### src/rtl/spi_tx_arbiter_if.sv
// Bundle between the frame sources/serializer and spi_tx_arbiter.
// The arbiter connects through the slave modport; the environment drives through master.
interface spi_tx_arbiter_if #(
  parameter int unsigned N_REQ  = 3,
  parameter int unsigned WORD_W = 16,
  parameter int unsigned LEN_W  = 4,
  parameter int unsigned ADDR_W = 3
);
  logic [N_REQ-1:0]        REQ;
  logic [N_REQ*LEN_W-1:0]  LEN;
  logic [N_REQ*ADDR_W-1:0] ADDR_IN;
  logic [N_REQ*WORD_W-1:0] WORD_IN;
  logic [LEN_W-1:0]        WORD_IDX;
  logic [N_REQ-1:0]        GRANT;
  logic [N_REQ-1:0]        DONE;
  logic [WORD_W-1:0]       SER_DATA;
  logic [ADDR_W-1:0]       SER_ADDR;
  logic                    SER_ENA;
  logic                    SER_BUSY;

  modport master (
    output REQ, LEN, ADDR_IN, WORD_IN, SER_BUSY,
    input  WORD_IDX, GRANT, DONE, SER_DATA, SER_ADDR, SER_ENA
  );

  modport slave (
    input  REQ, LEN, ADDR_IN, WORD_IN, SER_BUSY,
    output WORD_IDX, GRANT, DONE, SER_DATA, SER_ADDR, SER_ENA
  );
endinterface

### src/rtl/spi_tx_arbiter.sv
// Shares one ENA/BUSY serializer between N_REQ frame sources, one frame at a time.
// Define SPI_ARB_ROUND_ROBIN_EN for round-robin arbitration; default is fixed priority.
module spi_tx_arbiter #(
  parameter int unsigned N_REQ  = 3,
  parameter int unsigned WORD_W = 16,
  parameter int unsigned LEN_W  = 4,
  parameter int unsigned ADDR_W = 3
) (
  input logic             RX_CLK,
  input logic             RST,
  spi_tx_arbiter_if.slave bus
);
  localparam int unsigned IDX_W = (N_REQ > 1) ? $clog2(N_REQ) : 1;

  typedef enum logic [1:0] {
    IDLE      = 2'd0,
    LOAD      = 2'd1,
    WAIT_ACK  = 2'd2,
    WAIT_DONE = 2'd3
  } state_e;

  state_e              state_q, state_d;
  logic [N_REQ-1:0]    grant_q, grant_d;
  logic [N_REQ-1:0]    done_q, done_d;
  logic [IDX_W-1:0]    owner_q, owner_d;
  logic [LEN_W-1:0]    len_q, len_d;
  logic [LEN_W-1:0]    word_idx_q, word_idx_d;
  logic [ADDR_W-1:0]   addr_q, addr_d;
  logic [ADDR_W-1:0]   ser_addr_q, ser_addr_d;
  logic [WORD_W-1:0]   ser_data_q, ser_data_d;
  logic                ser_ena_q, ser_ena_d;
  logic [IDX_W-1:0]    winner_c;

`ifdef SPI_ARB_ROUND_ROBIN_EN
  logic [IDX_W-1:0]    ptr_q, ptr_d;

  // Search starts one past the last winner, wrapping modulo N_REQ.
  always_comb begin
    logic        found;
    int unsigned cand;
    winner_c = '0;
    found    = 1'b0;
    cand     = 0;
    for (int unsigned k = 1; k <= N_REQ; k++) begin
      cand = int'(ptr_q) + k;
      if (cand >= N_REQ) cand = cand - N_REQ;
      if (!found && bus.REQ[IDX_W'(cand)]) begin
        winner_c = IDX_W'(cand);
        found    = 1'b1;
      end
    end
  end
`else
  // Fixed priority: lowest requesting index wins.
  always_comb begin
    winner_c = '0;
    for (int i = int'(N_REQ) - 1; i >= 0; i--) begin
      if (bus.REQ[IDX_W'(i)]) winner_c = IDX_W'(i);
    end
  end
`endif

  // Frame sequencing and serializer handshake.
  always_comb begin
    state_d    = state_q;
    grant_d    = grant_q;
    done_d     = '0;
    owner_d    = owner_q;
    len_d      = len_q;
    addr_d     = addr_q;
    word_idx_d = word_idx_q;
    ser_data_d = ser_data_q;
    ser_addr_d = ser_addr_q;
    ser_ena_d  = 1'b0;
`ifdef SPI_ARB_ROUND_ROBIN_EN
    ptr_d      = ptr_q;
`endif
    case (state_q)
      IDLE: begin
        if (|bus.REQ) begin
          owner_d    = winner_c;
          grant_d    = N_REQ'(1) << winner_c;
          len_d      = bus.LEN[winner_c*LEN_W +: LEN_W];
          addr_d     = bus.ADDR_IN[winner_c*ADDR_W +: ADDR_W];
          word_idx_d = '0;
          state_d    = LOAD;
`ifdef SPI_ARB_ROUND_ROBIN_EN
          ptr_d      = winner_c;
`endif
        end
      end
      LOAD: begin
        if (len_q == '0) begin
          done_d  = grant_q;
          grant_d = '0;
          state_d = IDLE;
        end else begin
          ser_data_d = bus.WORD_IN[owner_q*WORD_W +: WORD_W];
          ser_addr_d = addr_q;
          ser_ena_d  = 1'b1;
          state_d    = WAIT_ACK;
        end
      end
      WAIT_ACK: begin
        if (bus.SER_BUSY) state_d = WAIT_DONE;
      end
      WAIT_DONE: begin
        if (!bus.SER_BUSY) begin
          if (word_idx_q == len_q - LEN_W'(1)) begin
            done_d     = grant_q;
            grant_d    = '0;
            word_idx_d = '0;
            state_d    = IDLE;
          end else begin
            word_idx_d = word_idx_q + LEN_W'(1);
            state_d    = LOAD;
          end
        end
      end
      default: state_d = IDLE;
    endcase
  end

  always_ff @(posedge RX_CLK or negedge RST) begin
    if (!RST) begin
      state_q    <= IDLE;
      grant_q    <= '0;
      done_q     <= '0;
      owner_q    <= '0;
      len_q      <= '0;
      addr_q     <= '0;
      word_idx_q <= '0;
      ser_data_q <= '0;
      ser_addr_q <= '0;
      ser_ena_q  <= 1'b0;
`ifdef SPI_ARB_ROUND_ROBIN_EN
      ptr_q      <= IDX_W'(N_REQ - 1);
`endif
    end else begin
      state_q    <= state_d;
      grant_q    <= grant_d;
      done_q     <= done_d;
      owner_q    <= owner_d;
      len_q      <= len_d;
      addr_q     <= addr_d;
      word_idx_q <= word_idx_d;
      ser_data_q <= ser_data_d;
      ser_addr_q <= ser_addr_d;
      ser_ena_q  <= ser_ena_d;
`ifdef SPI_ARB_ROUND_ROBIN_EN
      ptr_q      <= ptr_d;
`endif
    end
  end

  assign bus.GRANT    = grant_q;
  assign bus.DONE     = done_q;
  assign bus.WORD_IDX = word_idx_q;
  assign bus.SER_DATA = ser_data_q;
  assign bus.SER_ADDR = ser_addr_q;
  assign bus.SER_ENA  = ser_ena_q;
endmodule

### src/flat_wrapper.sv
// flat-port wrapper written by rule: the top's interface ports become plain ports
module spi_tx_arbiter_flat 
#(
  parameter int unsigned N_REQ  = 3,
  parameter int unsigned WORD_W = 16,
  parameter int unsigned LEN_W  = 4,
  parameter int unsigned ADDR_W = 3
)
  (RX_CLK, RST, bus_REQ, bus_LEN, bus_ADDR_IN, bus_WORD_IN, bus_SER_BUSY, bus_WORD_IDX, bus_GRANT, bus_DONE, bus_SER_DATA, bus_SER_ADDR, bus_SER_ENA);
  spi_tx_arbiter_if #(.N_REQ(N_REQ), .WORD_W(WORD_W), .LEN_W(LEN_W), .ADDR_W(ADDR_W)) bus_i ();
  input logic RX_CLK;
  input logic RST;
  input wire logic [$bits(bus_i.REQ)-1:0] bus_REQ;
  input wire logic [$bits(bus_i.LEN)-1:0] bus_LEN;
  input wire logic [$bits(bus_i.ADDR_IN)-1:0] bus_ADDR_IN;
  input wire logic [$bits(bus_i.WORD_IN)-1:0] bus_WORD_IN;
  input wire logic [$bits(bus_i.SER_BUSY)-1:0] bus_SER_BUSY;
  output wire logic [$bits(bus_i.WORD_IDX)-1:0] bus_WORD_IDX;
  output wire logic [$bits(bus_i.GRANT)-1:0] bus_GRANT;
  output wire logic [$bits(bus_i.DONE)-1:0] bus_DONE;
  output wire logic [$bits(bus_i.SER_DATA)-1:0] bus_SER_DATA;
  output wire logic [$bits(bus_i.SER_ADDR)-1:0] bus_SER_ADDR;
  output wire logic [$bits(bus_i.SER_ENA)-1:0] bus_SER_ENA;
  assign bus_i.REQ = bus_REQ;
  assign bus_i.LEN = bus_LEN;
  assign bus_i.ADDR_IN = bus_ADDR_IN;
  assign bus_i.WORD_IN = bus_WORD_IN;
  assign bus_i.SER_BUSY = bus_SER_BUSY;
  assign bus_WORD_IDX = bus_i.WORD_IDX;
  assign bus_GRANT = bus_i.GRANT;
  assign bus_DONE = bus_i.DONE;
  assign bus_SER_DATA = bus_i.SER_DATA;
  assign bus_SER_ADDR = bus_i.SER_ADDR;
  assign bus_SER_ENA = bus_i.SER_ENA;
  spi_tx_arbiter #(.N_REQ(N_REQ), .WORD_W(WORD_W), .LEN_W(LEN_W), .ADDR_W(ADDR_W)) u_core (.RX_CLK(RX_CLK), .RST(RST), .bus(bus_i));
endmodule
### config.mk
export PLATFORM = sky130hd
export DESIGN_NAME = spi_tx_arbiter_flat
export DESIGN_NICKNAME = d
export VERILOG_FILES = /design/src/rtl/spi_tx_arbiter_if.sv /design/src/rtl/spi_tx_arbiter.sv /design/src/flat_wrapper.sv
export SDC_FILE = /design/constraint.sdc
export NUM_CORES = 1
export LEC_CHECK = 0
export ABC_AREA = 0
export CORE_MARGIN = 1
export CORE_UTILIZATION = 45
export DETAILED_ROUTE_END_ITERATION = 12
export DONT_BUFFER_PORTS = 1
export SLEW_MARGIN = 40
export SYNTH_ARGS = -nofsm -noshare
export SYNTH_HDL_FRONTEND = slang
export SYNTH_SLANG_ARGS = --single-unit
export TNS_END_PERCENT = 10
### constraint.sdc
create_clock -name RX_CLK -period 2.4 [get_ports RX_CLK]
set_clock_uncertainty 0.15 [all_clocks]
set_input_delay 0.6 -clock RX_CLK [delete_from_list [all_inputs] [get_ports RX_CLK]]
set_output_delay 0.6 -clock RX_CLK [all_outputs]
set_load 0.01 [all_outputs]
# Word level (Yosys, flattened, before mapping)
# Cells that the tools add are included.
[classes]
n_addsub = 2
multipliers = 1
n_eq_ne = 9
shifts = 4
muxes = 23
bitwise_logic = 1
reduce_logical = 10
[ops]
columns = ["op", "count"]
rows = [
  ["variable part select 48 x 7 -> 16 bit", 1],
  ["two-way mux 3 bit", 7],
  ["two-way mux 2 bit", 6],
  ["two-way mux 4 bit", 3],
  ["variable part select 12 x 5 -> 4 bit", 1],
  ["one-hot mux 3 bit (3 select lines)", 1],
  ["variable part select 9 x 5 -> 3 bit", 1],
  ["one-hot mux 2 bit (4 select lines)", 1],
  ["one-hot mux 4 bit (2 select lines)", 1],
  ["inequality test 2 x 1 -> 1 bit (second input constant)", 3],
  ["one-hot mux 3 bit (2 select lines)", 1],
  ["AND reduction 3 bit", 2],
  ["AND reduction 5 bit", 1],
  ["adder 4 x 1 -> 4 bit (second input constant)", 1],
  ["== test 2 bit (second input constant)", 2],
  ["== test 4 bit", 1],
  ["zero test 4 bit", 1],
  ["multiplier 2 x 2 -> 4 bit (second input constant)", 1],
  ["inequality test 2 bit (second input constant)", 2],
  ["AND reduction 2 bit", 2],
  ["subtractor 4 x 1 -> 4 bit (second input constant)", 1],
  ["two-way mux 1 bit", 3],
  ["nonzero test 3 bit", 1],
  ["OR reduction 3 bit", 1],
  ["5 further kinds", 5],
]
[totals]
register_bits = 41
input_bits = 75
output_inout_bits = 30
wordCells = 60

# Longest topological paths before layout
[depth]
depth_word = 5
mapped_depth = 8
depth_no_buf = 7

# Least setup slack after synthesis
# Ideal clock, no wire load.
[synth_timing]
path_type = "in2reg"
startpoint = "in bus_REQ[1]"
endpoint = "reg u_core.word_idx_q[3] (netlist: u_core.bus.WORD_IDX[3])"
setup_ns = 0.126
arrival_ns = 1.568
required_time_ns = 2.124
setup_slack_ns = 0.555
cell_stages = 5
path_buffers = 0
cell_sequence = "or3_1 -> a21oi_1 -> nor4_1 -> a41oi_1 -> o21ai_0"
[synth_between]
elab_chain_cells = 3
[synth_rtl]
columns = ["element", "line", "rtl"]
rows = [
  ["from (decl)", "flat_wrapper.sv:13", "input wire logic [$bits(bus_i.REQ)-1:0] bus_REQ;"],
  ["OR reduction 3 bit", "spi_tx_arbiter.sv:80", "if (|bus.REQ) begin"],
  ["inequality test 2 x 1 -> 1 bit (no source line)", "--", ""],
  ["AND reduction 3 bit (no source line)", "--", ""],
  ["to (signal assigned)", "spi_tx_arbiter.sv:146", "word_idx_q <= word_idx_d;"],
  ["to (decl)", "spi_tx_arbiter.sv:27", "logic [LEN_W-1:0] word_idx_q, word_idx_d;"],
]
# Every way passes these cells.
# A chain may end at the register's enable or synchronous reset.

# Worst setup path in the final report
[layout_timing]
startpoint = "reg u_core.len_q[0]"
endpoint = "reg u_core.ser_data_q[5] (netlist: u_core.bus.SER_DATA[5])"
[layout_between]
elab_chain_cells = 3
[layout_rtl]
columns = ["element", "line", "rtl"]
rows = [
  ["from (decl)", "spi_tx_arbiter.sv:26", "logic [LEN_W-1:0] len_q, len_d;"],
  ["from (signal assigned)", "spi_tx_arbiter.sv:144", "len_q <= len_d;"],
  ["zero test 4 bit", "spi_tx_arbiter.sv:93", "if (len_q == '0) begin"],
  ["inverter 1 bit (no source line)", "--", ""],
  ["AND reduction 2 bit (no source line)", "--", ""],
  ["to (signal assigned)", "spi_tx_arbiter.sv:147", "ser_data_q <= ser_data_d;"],
  ["to (decl)", "spi_tx_arbiter.sv:30", "logic [WORD_W-1:0] ser_data_q, ser_data_d;"],
]
# Every way passes these cells.

==> results.md <==
- Max cap viols: 0
- Area of the multi-input gates: 828 µm²
- Worst-path clk slew: 0.08 ns
- Global-route usage over all layers: 17.7%
- Syn avg cell area: 10.5 µm²
- Drt wl/cell: 16.0 µm
- Worst setup SP type: register
- Rows: 23
- Max VDD drop: 0.000532 V
- Via count: 1,296
- Setup_tns: 0 ns
- Vias in the first global route: 1,198
- Leakage power total: 0.873 nW
- Core ar.: 3970 µm²
- Final hold viol count: 0
- Area share of the largest cell type after synthesis: 52.5%
- Warnings, synthesis: 0
- Crit Path Max Fanout: 27
- Metal-1 WL: 1390 µm
- Pwr Density: 1420 nW/µm²
- Initial antenna violation count: 0
- Sequential share of the synthesized area: 52.5%
- Clock buffer depth: 2
- Met2 Wirelength: 1880 µm
- Detailed router's first-iteration violation count: 43
- Final Total Pwr: 2.91 mW
- Initial core utilization: 46.8%
- Area Growth Syn to Fin: 10.3%
- Die area: 4400 µm²
- Layout fillers: 373
- EDFF count, synth: 0
- Yosys top cell by area: dfrtp_1
- Slew Viols, Final: 0
- Slew HR: 65.3%
- Hold crit path type: reg -> reg
- Layout cell share with drive strength beyond 1: 11.1%
- CTS Sinks: 39
- Residual DRC: 0
- H-tree Lvls: 2
- Synth Instances: 177
- Top cells by area, synth: dfrtp_1, mux2i_1, a21oi_1
- Vias per inst: 5.63
- Fmax: 467 MHz
- Met3 wire length: 313 µm
- Min cycle time layout: 2.14 ns
- Fin nets: 256
- Outcome: complete, no violations
- CP Capture Type: register
- Critical-path cell list: inv_1, ha_1, nor3b_1, nor3b_4, buf_4, nor2_1, a21oi_1
- Critical path type: reg -> reg
- Hold Crit Depth: 2
- CTS tree: done
- Root buffer cell: clkbuf_8
- Most frequent cell after synthesis: dfrtp_1
- Sequential cell area: 976 µm²
- Die Ht: 66.3 µm
- I/O pin cnt: 105
- Port-buffer cells: 0
- DRT Wirelength: 3680 µm
- Mapped Area: 1860 µm²
- Die W: 66.3 µm
- Detailed-placement wirelength estimate: 2730 µm
- CTS buffer count: 5
- Inserted Diodes: 0
- Arr. time, crit path: 2.21 ns
- Worst-skew pair later-pin latency: 0.29 ns
- R2r worst-path depth: 7
- Crit path max-delay cell type: nor3b_4
- Slew @ Worst Pin: 0.520 ns
- Synth cell types: 35
- Synth top cells by count: dfrtp_1, mux2i_1, nor2_1
- Asr flop ratio synth: 100%
- Main synth FF type: dfrtp_1
- Final period util: 89.3%
- Largest net degree at the start of global routing: 40
- Yosys reg bits: 39
- Total grt overflow: 0
- Unrepaired setup endpoints after global routing: false
- First-pass GRT wire length: 5600 µm
- Final setup viols: 0
- Top layer in use: met4
- Critical Path RT: 2.46 ns
- TritonRoute pass-1 iters: 4
- Antenna Nets Post-Route: 0
- Largest stage delay on the critical path: 0.47 ns
- Global placer's final weighted congestion: 0.754
registers in the layout (all words and copies together), names as in the netlist:
register / flops
u_core.bus.GRANT: 2
u_core.bus.SER_DATA: 16
u_core.bus.DONE: 3
u_core.bus.SER_ADDR: 3
u_core.bus.SER_ENA: 1
u_core.owner_q: 1
u_core.state_q: 2
u_core.addr_q: 3
u_core.bus.WORD_IDX: 4
u_core.len_q: 4
through the flow:
stage	instance area [µm²]	hold slack (ns)	setup WS (ns)	utilization [%]	cells
global placement	1900	0.155	0.162	47.8	220
global route	2050	0.360	0.0767	51.7	230
finish	2050	0.332	0.257	51.7	230
floorplan	1860	0.154	0.555	-	178
CTS	2050	0.341	0.0980	51.5	230
detailed placement	1900	0.155	0.112	47.8	220
per-layer routing:
layer  global-route usage [%]  vias to the layer above
met2                     29.5                       58
met5                        0                        -
met1                     19.5                      614
met4                     9.04                        0
li1                         -                      613
met3                     6.72                       11
kinds of logic (layout without fill, tap and decap cells):
family	Yosys count	after routing	synth area share, %
xor+xnor	6	6	2.82
mux	26	26	14.2
other cells	1	2	0.202
buf+inv	15	17	3.83
compound gates	39	39	12.5
fa+ha+maj	2	2	1.34
flops	39	39	52.5
simple gates	49	49	12.6
layout by cell type, fill, tap and decap left out:
cell type       n
dfrtp_1        39
a41oi_1         1
dlygate4sd3_1   1
a21o_1          1
conb_1          2
inv_1           4
or2_2           1
nor2_1         19
buf_4           3
and3_4          1
nor3b_1         1
mux2_2          3
ha_1            2
a211o_1         1
or3_1           1
nor3_1          3
buf_12          1
nand3_1         2
nand2_1        14
a22o_1          2
a22oi_1         1
and3b_1         1
xor2_1          2
clkbuf_8        6
nand2b_4        1
nor3b_4         1
a32oi_1         1
o21ai_0        11
a21oi_1        18
mux2i_1        23
xnor2_1         4
o21ai_1         1
nor4_1          1
bufinv_16       1
o211ai_1        1
o311ai_2        1
clkinv_2        1
nor2b_1         3
timing repair:
| action | CTS | global route |
|---|---|---|
| gates resized for setup | 0 | 1 |
| endpoints found under the setup margin | 0 | 13 |
| hold endpoints to repair | 39 | 0 |
| buffers inserted | 0 | 0 |
| hold buffers | 2 | 0 |
final timing paths:
check,start,to,slack (ns)
min in group asynchronous,RST,u_core.bus.SER_ENA$_DFF_PN0_,0.62
worst min register to register,u_core.addr_q[2]$_DFFE_PN0P_,u_core.addr_q[2]$_DFFE_PN0P_,0.33
worst min-delay path,u_core.addr_q[2]$_DFFE_PN0P_,u_core.addr_q[2]$_DFFE_PN0P_,0.33
worst max register to register,u_core.len_q[0]$_DFFE_PN0P_,u_core.bus.SER_DATA[5]$_DFFE_PN0P_,0.26
max in group asynchronous,RST,u_core.owner_q[0]$_DFFE_PN0P_,1.30
worst max-delay path,u_core.len_q[0]$_DFFE_PN0P_,u_core.bus.SER_DATA[5]$_DFFE_PN0P_,0.26
cell type report:
cell class,instances,share of cell area [%]
clock buffers,6,4.02
flip-flops and latches,39,47.6
multi-input cells,124,40.4
well taps,50,3.05
repair buffers,5,2.56
clock inverters,2,1.71
inverters,4,0.732
power breakdown:
part	internal [mW]	switching (mW)	total, mW	leakage, nW
Sequential	0.949	0.355	1.30	0.464
Clock	0.336	0.228	0.564	0.0612
Combinational	0.477	0.563	1.04	0.348
critical path, delay by kind of cell, from the launching register on:
family	cells	cell delay, ns
simple gates	3	0.73
buf+inv	2	0.43
flops	1	0.41
fa+ha+maj	1	0.22
compound gates	1	0.12
Note: power is estimated with default switching activity, not from simulation.
